File: src/rtl/mem_arbiter_nch.sv
// mem_arbiter_nch: round-robin N-channel arbiter serialising 1/2/4-byte accesses onto an 8-bit RAM/IO bus
module mem_arbiter_nch #(
  parameter int NCH = 2,
  parameter int ADDR_W = 32
) (
  input  logic                  clk_in,
  input  logic                  rst_in,
  input  logic                  rdy_in,
  input  logic [NCH-1:0]        req,
  input  logic [NCH-1:0]        we,
  input  logic [2*NCH-1:0]      len,
  input  logic [ADDR_W*NCH-1:0] addr,
  input  logic [32*NCH-1:0]     wdata,
  input  logic [NCH-1:0]        flush,
  output logic [NCH-1:0]        done,
  output logic [31:0]           rdata,
  output logic                  busy,
  input  logic [7:0]            mem_din,
  output logic [7:0]            mem_dout,
  output logic [ADDR_W-1:0]     mem_a,
  output logic                  mem_wr,
  input  logic                  io_buffer_full
);
  localparam int PW = NCH > 1 ? $clog2(NCH) : 1;
  typedef enum logic [1:0] {IDLE, READ, WRITE} state_t;
  state_t state, state_n;
  logic [PW-1:0] ptr, ch, gnt, idx;
  logic [ADDR_W-1:0] base;
  logic [2:0] nb, icnt, ccnt, ieff;
  logic [1:0] lg;
  logic [31:0] wbuf, rbuf, rnext;
  logic [NCH-1:0] done_r, elig;
  logic found, was_paused, issue, capt, last, abort, io_stall;
  always_comb begin
    elig = req & ~flush & ~done_r;
    found = 1'b0;
    gnt = '0;
    idx = '0;
    for (int k = 0; k < NCH; k++) begin
      idx = PW'((int'(ptr) + k) % NCH);
      if (!found && elig[idx]) begin
        found = 1'b1;
        gnt = idx;
      end
    end
  end
  always_comb begin
    lg = len[int'(gnt)*2 +: 2];
    ieff = was_paused ? ccnt : icnt;
    issue = state == READ && ieff < nb;
    capt = state == READ && !was_paused && icnt != ccnt;
    last = capt && ccnt + 3'd1 == nb;
    abort = state == READ && flush[ch];
    io_stall = base[17:16] == 2'b11 && io_buffer_full;
    rnext = rbuf;
    rnext[{ccnt[1:0], 3'b000} +: 8] = mem_din;
    mem_a = state == WRITE ? base + ADDR_W'(icnt) : issue ? base + ADDR_W'(ieff) : '0;
    mem_dout = state == WRITE ? wbuf[{icnt[1:0], 3'b000} +: 8] : '0;
    mem_wr = rdy_in && state == WRITE && !io_stall;
    done = rdy_in ? done_r : '0;
    busy = state != IDLE;
    state_n = !rdy_in ? state
            : state == IDLE ? (found ? (we[gnt] ? WRITE : READ) : IDLE)
            : state == READ ? (abort || last ? IDLE : READ)
            : (mem_wr && icnt + 3'd1 == nb ? IDLE : WRITE);
  end
  always_ff @(posedge clk_in) begin
    if (rst_in) state <= IDLE;
    else state <= state_n;
  end
  always_ff @(posedge clk_in) begin
    if (rst_in) begin
      ptr <= '0;
      ch <= '0;
      base <= '0;
      nb <= '0;
      icnt <= '0;
      ccnt <= '0;
      wbuf <= '0;
      rbuf <= '0;
      rdata <= '0;
      done_r <= '0;
      was_paused <= 1'b0;
    end else if (rdy_in) begin
      was_paused <= 1'b0;
      done_r <= '0;
      if (state == IDLE && found) begin
        ch <= gnt;
        ptr <= gnt == PW'(NCH - 1) ? '0 : gnt + 1'b1;
        base <= addr[int'(gnt)*ADDR_W +: ADDR_W];
        nb <= lg == 2'd0 ? 3'd1 : lg == 2'd1 ? 3'd2 : 3'd4;
        wbuf <= wdata[int'(gnt)*32 +: 32];
        icnt <= '0;
        ccnt <= '0;
        rbuf <= '0;
      end
      if (issue) icnt <= ieff + 3'd1;
      if (capt) begin
        ccnt <= ccnt + 3'd1;
        rbuf <= rnext;
      end
      if (last && !abort) begin
        rdata <= rnext;
        done_r <= NCH'(1) << ch;
      end
      if (mem_wr) begin
        icnt <= icnt + 3'd1;
        if (icnt + 3'd1 == nb) done_r <= NCH'(1) << ch;
      end
    end else begin
      was_paused <= 1'b1;
    end
  end
endmodule

File: config.mk
export PLATFORM = sky130hd
export DESIGN_NAME = mem_arbiter_nch
export DESIGN_NICKNAME = d
export VERILOG_FILES = /design/src/rtl/mem_arbiter_nch.sv
export SDC_FILE = /design/constraint.sdc
export NUM_CORES = 1
export LEC_CHECK = 0
export ABC_AREA = 1
export BUFFER_PORTS_ARGS = -buffer_cell sky130_fd_sc_hd__buf_2
export CAP_MARGIN = 30
export CORE_MARGIN = 3
export CORE_UTILIZATION = 30
export DETAILED_ROUTE_END_ITERATION = 10
export HOLD_SLACK_MARGIN = 0.03
export SYNTH_ARGS = -nofsm -noshare
export SYNTH_HDL_FRONTEND = slang
export SYNTH_SLANG_ARGS = --single-unit
File: constraint.sdc
create_clock -name clk_in -period 5.1 [get_ports clk_in]
set_input_delay 0.51 -clock clk_in [delete_from_list [all_inputs] [get_ports clk_in]]
set_output_delay 0.51 -clock clk_in [all_outputs]
set_load 0.01 [all_outputs]
# Word-level counts from Yosys, hierarchy flattened

Cells that the tools add are included.
Widths: inputs -> output; s select.

Flip-flop bits (word level): 144
Logic and storage cells: 106

Add/sub/neg operators: 8
Magnitude comparators: 5
Equality and inequality tests: 7
Shift operators: 7
Mux-type cells: 37
Bitwise logic cells: 4
Reductions and logical operators: 26

Operator list:

| cell                   | number |
|---|---|
| $mux 32                | 4 |
| $shiftx 64x7->32       | 2 |
| $add 32x3->32          | 2 |
| $bwmux 32              | 1 |
| $shift 8x7->32 const A | 1 |
| $shiftx 32x6->8        | 1 |
| $shiftx 8x7->32        | 1 |
| $mux 3                 | 7 |
| $mux 2                 | 9 |
| $mux 1                 | 15 |
| $logic_and 1x1->1      | 12 |
| $add 3x1->3 const B    | 3 |
| $lt 1x2->1 const B     | 4 |
| $mux 8                 | 1 |
| $reduce_and 2->1       | 4 |
| $neg 5->7              | 1 |
| $eq 3x3->1             | 2 |
| $and 2x2->2            | 2 |
| $eq 2x1->1 const B     | 2 |
| $eq 2x2->1 const B     | 2 |
| $logic_not 1->1        | 4 |
| $logic_not 2->1        | 2 |
| $not 2->2              | 2 |
| $reduce_bool 2->1      | 2 |
| 7 further kinds        | 8 |

# Depth between registers and ports, before layout

Depth after elaboration: 14
Depth in mapped cells: 16
Depth with buffers taken out: 16

# Worst setup path before layout

No wires, ideal clock.

Kind: reg-to-output
Start point: register icnt[0]
End point: output mem_a[26]
Data arrival time: 2,345 ps
Slack: 2,245 ps
Cell stages (with the launch flop): 17
Buffers on the path: 1
Path through: dfxtp_1 > buf_2 > nand2_1 > and2_1 > inv_1 > ha_1 > inv_1 > fa_1 > nor2_1 > nor2_1 > nor2_1 > nand2_1 > nor2_1 > nand2_1 > nand2_1 > nand3_1 > nand2_1

Longest elaborated chain between the ends: 5

RTL lines:

| what                                                  | line | RTL |
|---|---|---|
| from (decl)                                           | 29   | `logic [2:0] nb, icnt, ccnt, ieff;` |
| from (signal assigned)                                | 97   | `if (issue) icnt <= ieff + 3'd1;` |
| from (signal assigned)                                | 107  | `icnt <= icnt + 3'd1;` |
| branches (longest 4 deep; another with $add 32x3->32) | --   |  |
| $mux 32 (*)                                           | 57   | `mem_a = state == WRITE ? base + ADDR_W'(icnt) : issue ? base + ADDR_W'(ieff) : '0;` |
| to (decl)                                             | 20   | `output logic [ADDR_W-1:0] mem_a,` |

Mark *: on every way between the ends.

# Final worst setup path

Start point: register icnt[1]
End point: output mem_a[15]

Same word-level chain as after synthesis.

==> key figures <==
STA
  – Final WS setup: 0.920 ns
  – Final min period: 4.18 ns
  – Fin crit share: 0.820
  – Clk_skew: 0.0100 ns
  – Max Slew Vio Count: 0
  – # setup viols final: 0
  – Unrepaired setup endpoints after global routing: no
  – F_max: between 200 and 250 MHz
  – Rel. slew slack: 0.375
  – Measured slew at the worst slew-check pin: about 0.93 ns
  – TNS Setup: 0 ns
  – Final Hold Fails: 0

Pwr
  – Total power density per cell area: 255 nW/µm²
  – Leak: roughly 5.4 nW
  – VDD IR max: 0.242 mV

Layout
  – Layout cells sized above 1: 0.154
  – Ant. Diodes: 0
  – Fin nets: 1985
  – Area Growth Syn to Fin: 20.1%
  – Fin area: 11400 µm²

CTS
  – Cts hold-fix bufs: 0
  – Clock Tree Buf Depth: 2
  – Skew-Pair Late Insertion Delay: around 0.42 ns
  – Cts repair resizes: 0
  – Clk Tree Root Cell: clkbuf_16
  – Clock buffer count from CTS: 17
  – H-tree levels: 4
  – Reg clk slew, reported paths: roughly 0.07 ns
  – Clock Sinks: 144
  – Post CTS Setup Buffer Count: 0
  – CTS tree: built

Logic synthesis
  – Netlist cell types: 35
  – Synth top area cells: dfxtp_1 (30%), nand2_1 (23%), nand3_1 (10%), nor2_1 (8.8%), a21oi_1 (7.2%)
  – Leading area contributor after synthesis: dfxtp_1
  – Top_reg_cell synth: dfxtp_1
  – Most frequent cell after synthesis: nand2_1
  – Top cells by count, synth: nand2_1 (586), nor2_1 (222), nand3_1 (193)
  – Async SR Flop Fraction: 0
  – FF+latch count, synth: 144
  – Sequential fraction of the synthesis area: 0.305
  – Synth Instances: roughly 1600
  – Syn_nets: 1814
  – Mapped Area: approximately 9500 µm²
  – Synth warn: 0
  – Post-synth EDFFs: 0
  – Avg Inst Size Synth: 5.74 µm²
  – Synth top area share: 0.305

Die
  – Die Wd: ~180 µm
  – Number of core rows: 64
  – Core area: 30800 µm²
  – Initial Utilization: 0.307
  – Die ar.: 33700 µm²
  – # IOs: 226
  – Die Height: 184 µm

Detailed routing
  – Wire per inst: 14.6 µm
  – First-pass DRT Iterations: 5
  – 1st-iter DRT viols: 785
  – DRC Markers: 0
  – WL final: between 30000 and 40000 µm
  – Via count: 10744
  – Final antenna-violating net count: 0
  – Vias/cell: slightly below 5

Place
  – Pre-CTS setup slack: roughly 1.3 ns
  – Placed inst area: 10800 µm²
  – Port bufs: 225
  – Post-detail-place hpwl: between 20000 and 25000 µm
  – GPL Wtd Cong: 0.957

Setup path
  – Cell family with most CP delay: buffers and inverters
  – Slowest stage delay, CP: 0.76 ns
  – CP Depth: 11
  – Cell depth of the worst flop-to-flop path: 12
  – CP Launch Point: icnt[1]$_SDFFE_PP0P_
  – Worst path cell trace: o21ai_0 -> inv_1 -> ha_1 -> nand2_1 -> inv_1 -> nand2_1 -> nand2_1 -> inv_1 -> o21ai_0 -> o21ai_0 -> buf_2
  – CP Data Required Time: around 4.6 ns
  – Worst path bufs/invs: 4
  – Startpoint Class: register
  – Critical path's slowest cell: inv_1
  – Worst r2r dst: icnt[1]$_SDFFE_PP0P_
  – WS Path Type: register to primary output
  – Critical path endpoint category: primary output
  – Setup crit end: mem_a[15]
  – Flop2flop setup slack: a little under 2 ns
  – Crit path max fanout: 24
  – Crit Reg-Reg Startpoint: icnt[1]$_SDFFE_PP0P_
  – Crit path arrival time: 3.67 ns

GRT
  – Vias in the first global route: ~10000
  – First-pass GRT wire length: 51800 µm
  – Initial antenna violation count: 1
  – Largest net degree at the start of global routing: 93
  – GR Util All Layers: 0.189
  – Grt total ovfl: 0

Run
  – Max-Cap Viols: 0

Status
  – Run status: finished, final reports clean

Worst hold path
  – Worst Hold Class: primary input to register
## per-layer routing
layer  GRT usage  vias to the layer above  share of wire
li1            -                     5566              -
met1       0.262                     4789           0.47
met2       0.298                      344           0.44
met3      0.0354                       43          0.065
met4      0.0615                        2          0.022
met5           0                        -        0.00031
## cell families (layout without fill, tap and decap cells)
| kind of cell | after synthesis | count (layout) | synth area share |
|---|---|---|---|
| fa+ha+maj | 17 | 17 | 0.0241 |
| buf+inv | 220 | 404 | 0.0964 |
| flops | 144 | 144 | 0.305 |
| compound gates | 225 | 225 | 0.121 |
| xor+xnor | 13 | 13 | 0.0120 |
| simple gates | 1028 | 1028 | 0.442 |
## sequential cells by signal, summed over array words and instances, names as in the netlist
register and flops:
nb 3, done_r 2, ch 1, rdata 32, state 2, was_paused 1
wbuf 32, rbuf 32, ccnt 3, ptr 1, icnt 3, base 32
## cells in the final DEF, fill, tap and decap left out, types with 5 or more instances in the layout
cell       Yosys  final
nand2_1      586    585
buf_2         39    224
nor2_1       222    222
nand3_1      193    192
dfxtp_1      144    144
a21oi_1      137    137
inv_1        129    127
o21ai_0       77     77
clkbuf_16      0     17
ha_1          15     15
xor2_1        10     10
buf_4          4     10
nor3_1         9      9
inv_2          7      8
or2_0          5      5
inv_6          0      5
## through the flow
stage                     utilization  total power, mW  hold slack, ns  instances
final                           0.369             2.89           0.420       2227
after global routing            0.369             3.05           0.425       2227
after CTS                       0.368             2.93           0.402       2226
after detailed placement        0.349             1.67           0.452       2194
after global placement          0.349             1.66           0.447       2194
after floorplan                     -             1.51           0.428       1647
## power breakdown
part           switching [mW]  internal (mW)  leakage [nW]
combinational           0.279          0.152          3.96
sequential             0.0459           1.17          1.17
clock                   0.562          0.688         0.277
total                   0.887           2.01          5.40
## worst min path at each step
stage / start / to / slack, ns / cells after the start
floorplan: ptr$_SDFFE_PP0P_ / ptr$_SDFFE_PP0P_ / 0.43 / 2
global placement: wbuf[10]$_SDFFE_PP0P_ / wbuf[10]$_SDFFE_PP0P_ / 0.45 / 2
detailed placement: wbuf[31]$_SDFFE_PP0P_ / wbuf[31]$_SDFFE_PP0P_ / 0.45 / 2
CTS: wdata[18] / wbuf[18]$_SDFFE_PP0P_ / 0.40 / 5
global route: wdata[22] / wbuf[22]$_SDFFE_PP0P_ / 0.42 / 5
finish: addr[5] / base[5]$_SDFFE_PP0P_ / 0.42 / 5
## worst register-to-register path, cell delays in order, from the launching register on
cell	delay [ns]
dfxtp_1	0.71
o21ai_0	0.31
inv_1	0.18
ha_1	0.25
nand2_1	0.06
inv_1	0.04
nand2_1	0.07
nand2_1	0.29
inv_1	0.76
nand2_1	0.14
o21ai_0	0.12
nor2_1	0.06
nor2_1	0.10
## layout make-up
cell class | count | area (µm²)
clock buffers | 17 | 425
well taps | 396 | 495
flip-flops and latches | 144 | 2880
fillers | 3419 | 19500
inverters | 137 | 514
repair buffers | 235 | 1220
multi-input cells | 1283 | 5670
clock inverters | 15 | 149
No activity file was read; power rests on OpenSTA's default activity.
